### config.mk
export PLATFORM = sky130hd
export DESIGN_NAME = instr_fetch
export DESIGN_NICKNAME = d
export VERILOG_FILES = /design/src/rtl/instr_fetch.sv
export SDC_FILE = /design/constraint.sdc
export NUM_CORES = 1
export LEC_CHECK = 0
export BUFFER_PORTS_ARGS = -buffer_cell sky130_fd_sc_hd__buf_2
export CAP_MARGIN = 20
export CORE_ASPECT_RATIO = 1.2
export CORE_MARGIN = 2
export CORE_UTILIZATION = 50
export DETAILED_ROUTE_END_ITERATION = 6
export PLACE_DENSITY = 0.91
export SLEW_MARGIN = 20
export SYNTH_ARGS = -nofsm -noshare
export SYNTH_HDL_FRONTEND = slang
export SYNTH_SLANG_ARGS = --single-unit
### constraint.sdc
create_clock -name i_clk -period 2.9 [get_ports i_clk]
set_input_delay 0.435 -clock i_clk [delete_from_list [all_inputs] [get_ports i_clk]]
set_output_delay 0.435 -clock i_clk [all_outputs]
set_load 0.05 [all_outputs]
### src/rtl/instr_fetch.sv
// Instruction fetch: owns the PC, reads a combinational instruction memory and buffers one
// word toward decode over valid/ready. Optional stop-on-zero-word behaviour under FETCH_HALT_EN.
module instr_fetch #(
    parameter int AW = 5,
    parameter int DW = 32
) (
    input  logic          i_clk,
    input  logic          i_reset,
    output logic [AW-1:0] o_pc,
    input  logic [DW-1:0] i_instr,
    output logic          o_ir_valid,
    input  logic          i_ir_ready,
    output logic [DW-1:0] o_ir_instr,
    output logic [AW-1:0] o_ir_pc,
    input  logic          i_br_valid,
    input  logic [AW-1:0] i_br_target,
    output logic          o_halted
);

    typedef enum logic [1:0] {
        BOOT  = 2'd0,
        FETCH = 2'd1,
        HALT  = 2'd2
    } state_t;

    state_t        r_state;
    logic [AW-1:0] r_pc;
    logic [AW-1:0] r_ir_pc;
    logic [DW-1:0] r_ir_instr;
    logic          r_ir_valid;
    logic          r_halted;
    logic          w_take;

    // Buffer can accept a new word when empty or when decode drains it this edge.
    assign w_take = !r_ir_valid || i_ir_ready;

    always_ff @(posedge i_clk or negedge i_reset) begin
        if (!i_reset) begin
            r_state    <= BOOT;
            r_pc       <= '0;
            r_ir_pc    <= '0;
            r_ir_instr <= '0;
            r_ir_valid <= 1'b0;
            r_halted   <= 1'b0;
        end else begin
            case (r_state)
                BOOT: r_state <= FETCH;
                FETCH: begin
                    if (i_br_valid) begin
                        // Redirect flushes the buffer even if decode is taking it now.
                        r_pc       <= i_br_target;
                        r_ir_valid <= 1'b0;
                    end else if (w_take) begin
`ifdef FETCH_HALT_EN
                        if (i_instr == '0) begin
                            r_halted   <= 1'b1;
                            r_state    <= HALT;
                            r_ir_valid <= 1'b0;
                        end else begin
                            r_ir_instr <= i_instr;
                            r_ir_pc    <= r_pc;
                            r_ir_valid <= 1'b1;
                            r_pc       <= r_pc + 1'b1;
                        end
`else
                        r_ir_instr <= i_instr;
                        r_ir_pc    <= r_pc;
                        r_ir_valid <= 1'b1;
                        r_pc       <= r_pc + 1'b1;
`endif
                    end
                end
`ifdef FETCH_HALT_EN
                HALT: begin
                    if (r_ir_valid && i_ir_ready)
                        r_ir_valid <= 1'b0;
                end
`endif
                default: r_state <= BOOT;
            endcase
        end
    end

    assign o_pc       = r_pc;
    assign o_ir_valid = r_ir_valid;
    assign o_ir_instr = r_ir_instr;
    assign o_ir_pc    = r_ir_pc;
`ifdef FETCH_HALT_EN
    assign o_halted   = r_halted;
`else
    assign o_halted   = 1'b0;
`endif

endmodule

==> results.rst <==
.. list-table::
   :header-rows: 1

   * - Metric
     - Value
   * - Clock Latency Late Sink
     - 0.29 ns
   * - Worst Setup Path Type
     - register to register
   * - Total Die Area
     - 4382 µm²
   * - Buffer cell driving the clock tree root
     - sky130_fd_sc_hd__clkbuf_8
   * - Worst-path cell chain
     - nand2b_4 > and3_4 > mux2_2
   * - Capture instance of the worst register-to-register path
     - o_ir_instr[28]
   * - Required time at the worst-slack endpoint
     - 3.07 ns
   * - Largest stage delay, worst path
     - 0.62 ns
   * - Largest fanout of any net on the critical path
     - 37
   * - Worst min-delay path category
     - primary input to asynchronous set/reset pin
   * - Critical Path Source Type
     - register
   * - Vias per std cell
     - 4.699
   * - Fill cell count
     - 281
   * - Sequential cell area
     - 1101 µm²
   * - Net switching component of the power
     - 0.8634 mW
   * - Number of primary I/O pins
     - 85
   * - Last weighted congestion value of the routability-driven placer
     - 0.6739
   * - Worst-case register-to-register setup slack
     - 1.23 ns
   * - Post-place setup slack
     - 1.059 ns
   * - Initial cell density of the core
     - 52.77%
   * - Minimum clock period
     - 1.673 ns
   * - Cell count of the worst reg-to-reg path
     - 3
   * - Overall die height
     - 72.12 µm
   * - Number of unique standard cell types used by synthesis
     - 22
   * - Width of the die
     - 60.76 µm
   * - Leading register cell type out of synthesis
     - sky130_fd_sc_hd__dfrtp_1
   * - Finish-stage setup viols
     - 0
   * - Synth async-reset ratio
     - 100.0%
   * - Synthesized instance count
     - 120
   * - Status
     - finished, final reports clean
   * - DR pass1 iterations
     - 3
   * - CTS tree
     - built
   * - Leakage power
     - 1.250 nW
   * - Clock transition at path regs
     - 0.08 ns
   * - Share of total power in sequential cells
     - 38.1%
   * - Headroom to the max-slew limit
     - 36.96%
   * - HPWL after detailed placement
     - 2.598 mm
   * - Worst-case clock buffer depth
     - 2
   * - Placeable core region
     - 3664 µm²
   * - Yosys warns
     - 0
   * - Layout overhead on the synthesized area
     - 25.76%
   * - Vias in the first global route
     - 1,190
   * - Part of the power in the clock network
     - 22.5%
   * - Synthesized area
     - 1933 µm²
   * - Post-CTS Hold Buffers
     - 0
   * - Worst Path Buf+Inv
     - 0
   * - Post-synth EDFFs
     - 0
   * - # clock sinks
     - 44
   * - Max-Cap Viols
     - 0
   * - Cts bufs inserted
     - 5
   * - DRC viols
     - 0
   * - Cell family with most CP delay
     - simple AND/OR/NAND/NOR gates
   * - Launching point of the worst reg2reg path
     - o_ir_valid
   * - Data arrival, critical path
     - 1.85 ns
   * - Nets in the synthesized netlist
     - 162
   * - Average cell area after synthesis
     - 16.11 µm²
   * - Pin count of the biggest net entering global routing
     - 45
   * - Crit path max-delay cell type
     - sky130_fd_sc_hd__and3_4
   * - Setup repair after global routing missed its margin
     - false
   * - Resize count post-CTS
     - 0
   * - Number of antenna violations at the first check in global routing
     - 0
   * - Share of total power in combinational logic
     - 39.3%
   * - Fin. max-slew vios
     - 0
   * - H-tree depth
     - 2
   * - Worst supply voltage drop on vdd
     - 0.5086 mV
   * - Setup TNS after final layout
     - 0 ns
   * - DR WL/cell
     - 14.07 µm
   * - Residual antenna-violating net count after detailed routing
     - 0
   * - Global route total overflow
     - 0
   * - Total of flip-flops plus latches after synthesis
     - 44
   * - Diodes inserted
     - 0
   * - Post-CTS setup buffers
     - 0
   * - Hold violation total from the final report
     - 0
   * - Crit path setup slack, layout
     - 1.227 ns
   * - Slew of the pin with the lowest slew margin
     - 0.9456 ns
   * - Routed WL
     - 3.602 mm
   * - Crit end category
     - register
   * - # rows
     - 24
   * - Worst Skew
     - 0.009540 ns
   * - Share of final-layout standard cells stronger than drive strength 1
     - 64.71%
   * - Post-layout net count
     - 245
   * - F_max
     - 0.5976 GHz
   * - Global Route Usage Sum
     - 17.04%
   * - First-pass GRT wire length
     - 5.457 mm
   * - I/O Buffers
     - 83
   * - P_int
     - 1.278 mW
   * - Total vias in the final route
     - 1,203
   * - Multi-input combinational cell area
     - 721.9 µm²
   * - Sequential cell area fraction in the yosys report
     - 56.96%
   * - Power Density
     - 880.8 nW/µm²
   * - DRC marker count from the first detailed-route iteration
     - 22
   * - Share of total power consumed by net switching
     - 40.32%
   * - Final worst-path cycle share
     - 57.70%
==> how the worst max path moves through the flow <==
stage,start,endpoint,cells past startpoint
4_1_cts,o_ir_valid,o_ir_instr[28],3
6_report,o_ir_valid,o_ir_instr[28],3
5_1_grt,r_state[0],o_ir_instr[28],2
3_3_place_gp,i_br_valid,o_ir_instr[24],4
2_1_floorplan,o_ir_valid,o_ir_instr[0],5
3_5_place_dp,i_br_valid,o_ir_instr[28],4
==> worst register-to-register path, stage by stage, from the launching register on <==
cell                       delay [ns]
sky130_fd_sc_hd__dfrtp_1         0.42
sky130_fd_sc_hd__nand2b_4        0.10
sky130_fd_sc_hd__and3_4          0.62
sky130_fd_sc_hd__mux2_2          0.42
==> metal layers <==
metal / share of wire [%] / up-vias / GRT usage (%)
met5: 0 / - / 0
li1: - / 580 / -
met1: 42 / 560 / 20.24
met3: 8.4 / 4 / 6.061
met2: 48 / 59 / 27.96
met4: 1.0 / 0 / 6.522
==> per-stage QoR <==
stage	util, %	cells	total power [mW]	instance area (µm²)	hold WS (ns)
after global placement	63.05	248	1.661	2310	0.4871
final	66.36	256	2.141	2431	0.2859
after global routing	66.36	256	2.244	2431	0.3507
after CTS	66.36	256	2.165	2431	0.3111
after floorplan	-	120	1.483	1933	0.1394
after detailed placement	63.05	248	1.676	2310	0.4885
==> power by group through the flow <==
stage	clock network, mW	registers, mW	logic (mW)
5_1_grt	0.530	0.834	0.880
2_1_floorplan	0	1.26	0.222
3_5_place_dp	0	0.829	0.847
3_3_place_gp	0	0.824	0.836
4_1_cts	0.497	0.818	0.850
6_report	0.483	0.817	0.842
==> flip-flops by register name, summed over array words and instances (netlist names) <==
signal and count:
o_ir_valid 1, r_state 1, o_ir_instr 32, o_pc 5
o_ir_pc 5
==> synthesized netlist by cell type, types with 2 or more instances <==
cell                      instances  area share (%)
sky130_fd_sc_hd__o21ai_0          5             1.3
sky130_fd_sc_hd__dfrtp_1         44              57
sky130_fd_sc_hd__a21oi_1          4             1.0
sky130_fd_sc_hd__conb_1           2            0.39
sky130_fd_sc_hd__o22ai_1          2            0.65
sky130_fd_sc_hd__buf_12           4             4.1
sky130_fd_sc_hd__nand2_1          6             1.2
sky130_fd_sc_hd__mux2_4          30              23
sky130_fd_sc_hd__mux2_2           8             4.7
sky130_fd_sc_hd__mux2i_1          3             1.6
==> cell families (layout without fill, tap and decap cells) <==
logic type	Yosys count	after routing	share of synthesized area, %
other	2	2	0.3885
buffers and inverters	8	92	5.696
adders and majority gates	1	1	0.6471
DFF	44	44	56.96
muxes	41	41	29.51
AOI/OAI and AO/OA	12	12	3.301
and+or+nand+nor	12	12	3.494
==> final cells by class <==
| cell class | count | area share (%) |
|---|---|---|
| Clock buffer | 6 | 3.397 |
| Clock inverter | 2 | 1.595 |
| Inverter | 1 | 0.2573 |
| Multi-Input combinational cell | 68 | 29.70 |
| Sequential cell | 44 | 45.29 |
| Tap cell | 52 | 2.676 |
| Timing Repair Buffer | 83 | 17.09 |
==> cells in the final DEF, fill, tap and decap left out <==
cell and instances:
sky130_fd_sc_hd__nor3_1 1, sky130_fd_sc_hd__o22ai_1 2, sky130_fd_sc_hd__bufinv_16 1, sky130_fd_sc_hd__a31oi_1 1, sky130_fd_sc_hd__nand2_1 6, sky130_fd_sc_hd__mux2_4 30
sky130_fd_sc_hd__nor2_1 1, sky130_fd_sc_hd__nand4_1 1, sky130_fd_sc_hd__nand3_1 1, sky130_fd_sc_hd__and3_4 1, sky130_fd_sc_hd__mux2i_1 3, sky130_fd_sc_hd__a21oi_1 4
sky130_fd_sc_hd__o21ai_0 5, sky130_fd_sc_hd__dfrtp_1 44, sky130_fd_sc_hd__nand2b_4 1, sky130_fd_sc_hd__clkinv_4 1, sky130_fd_sc_hd__clkbuf_8 6, sky130_fd_sc_hd__inv_4 1
sky130_fd_sc_hd__mux2_2 8, sky130_fd_sc_hd__buf_2 83, sky130_fd_sc_hd__conb_1 2, sky130_fd_sc_hd__ha_1 1
No activity file was read; power rests on OpenSTA's default activity.
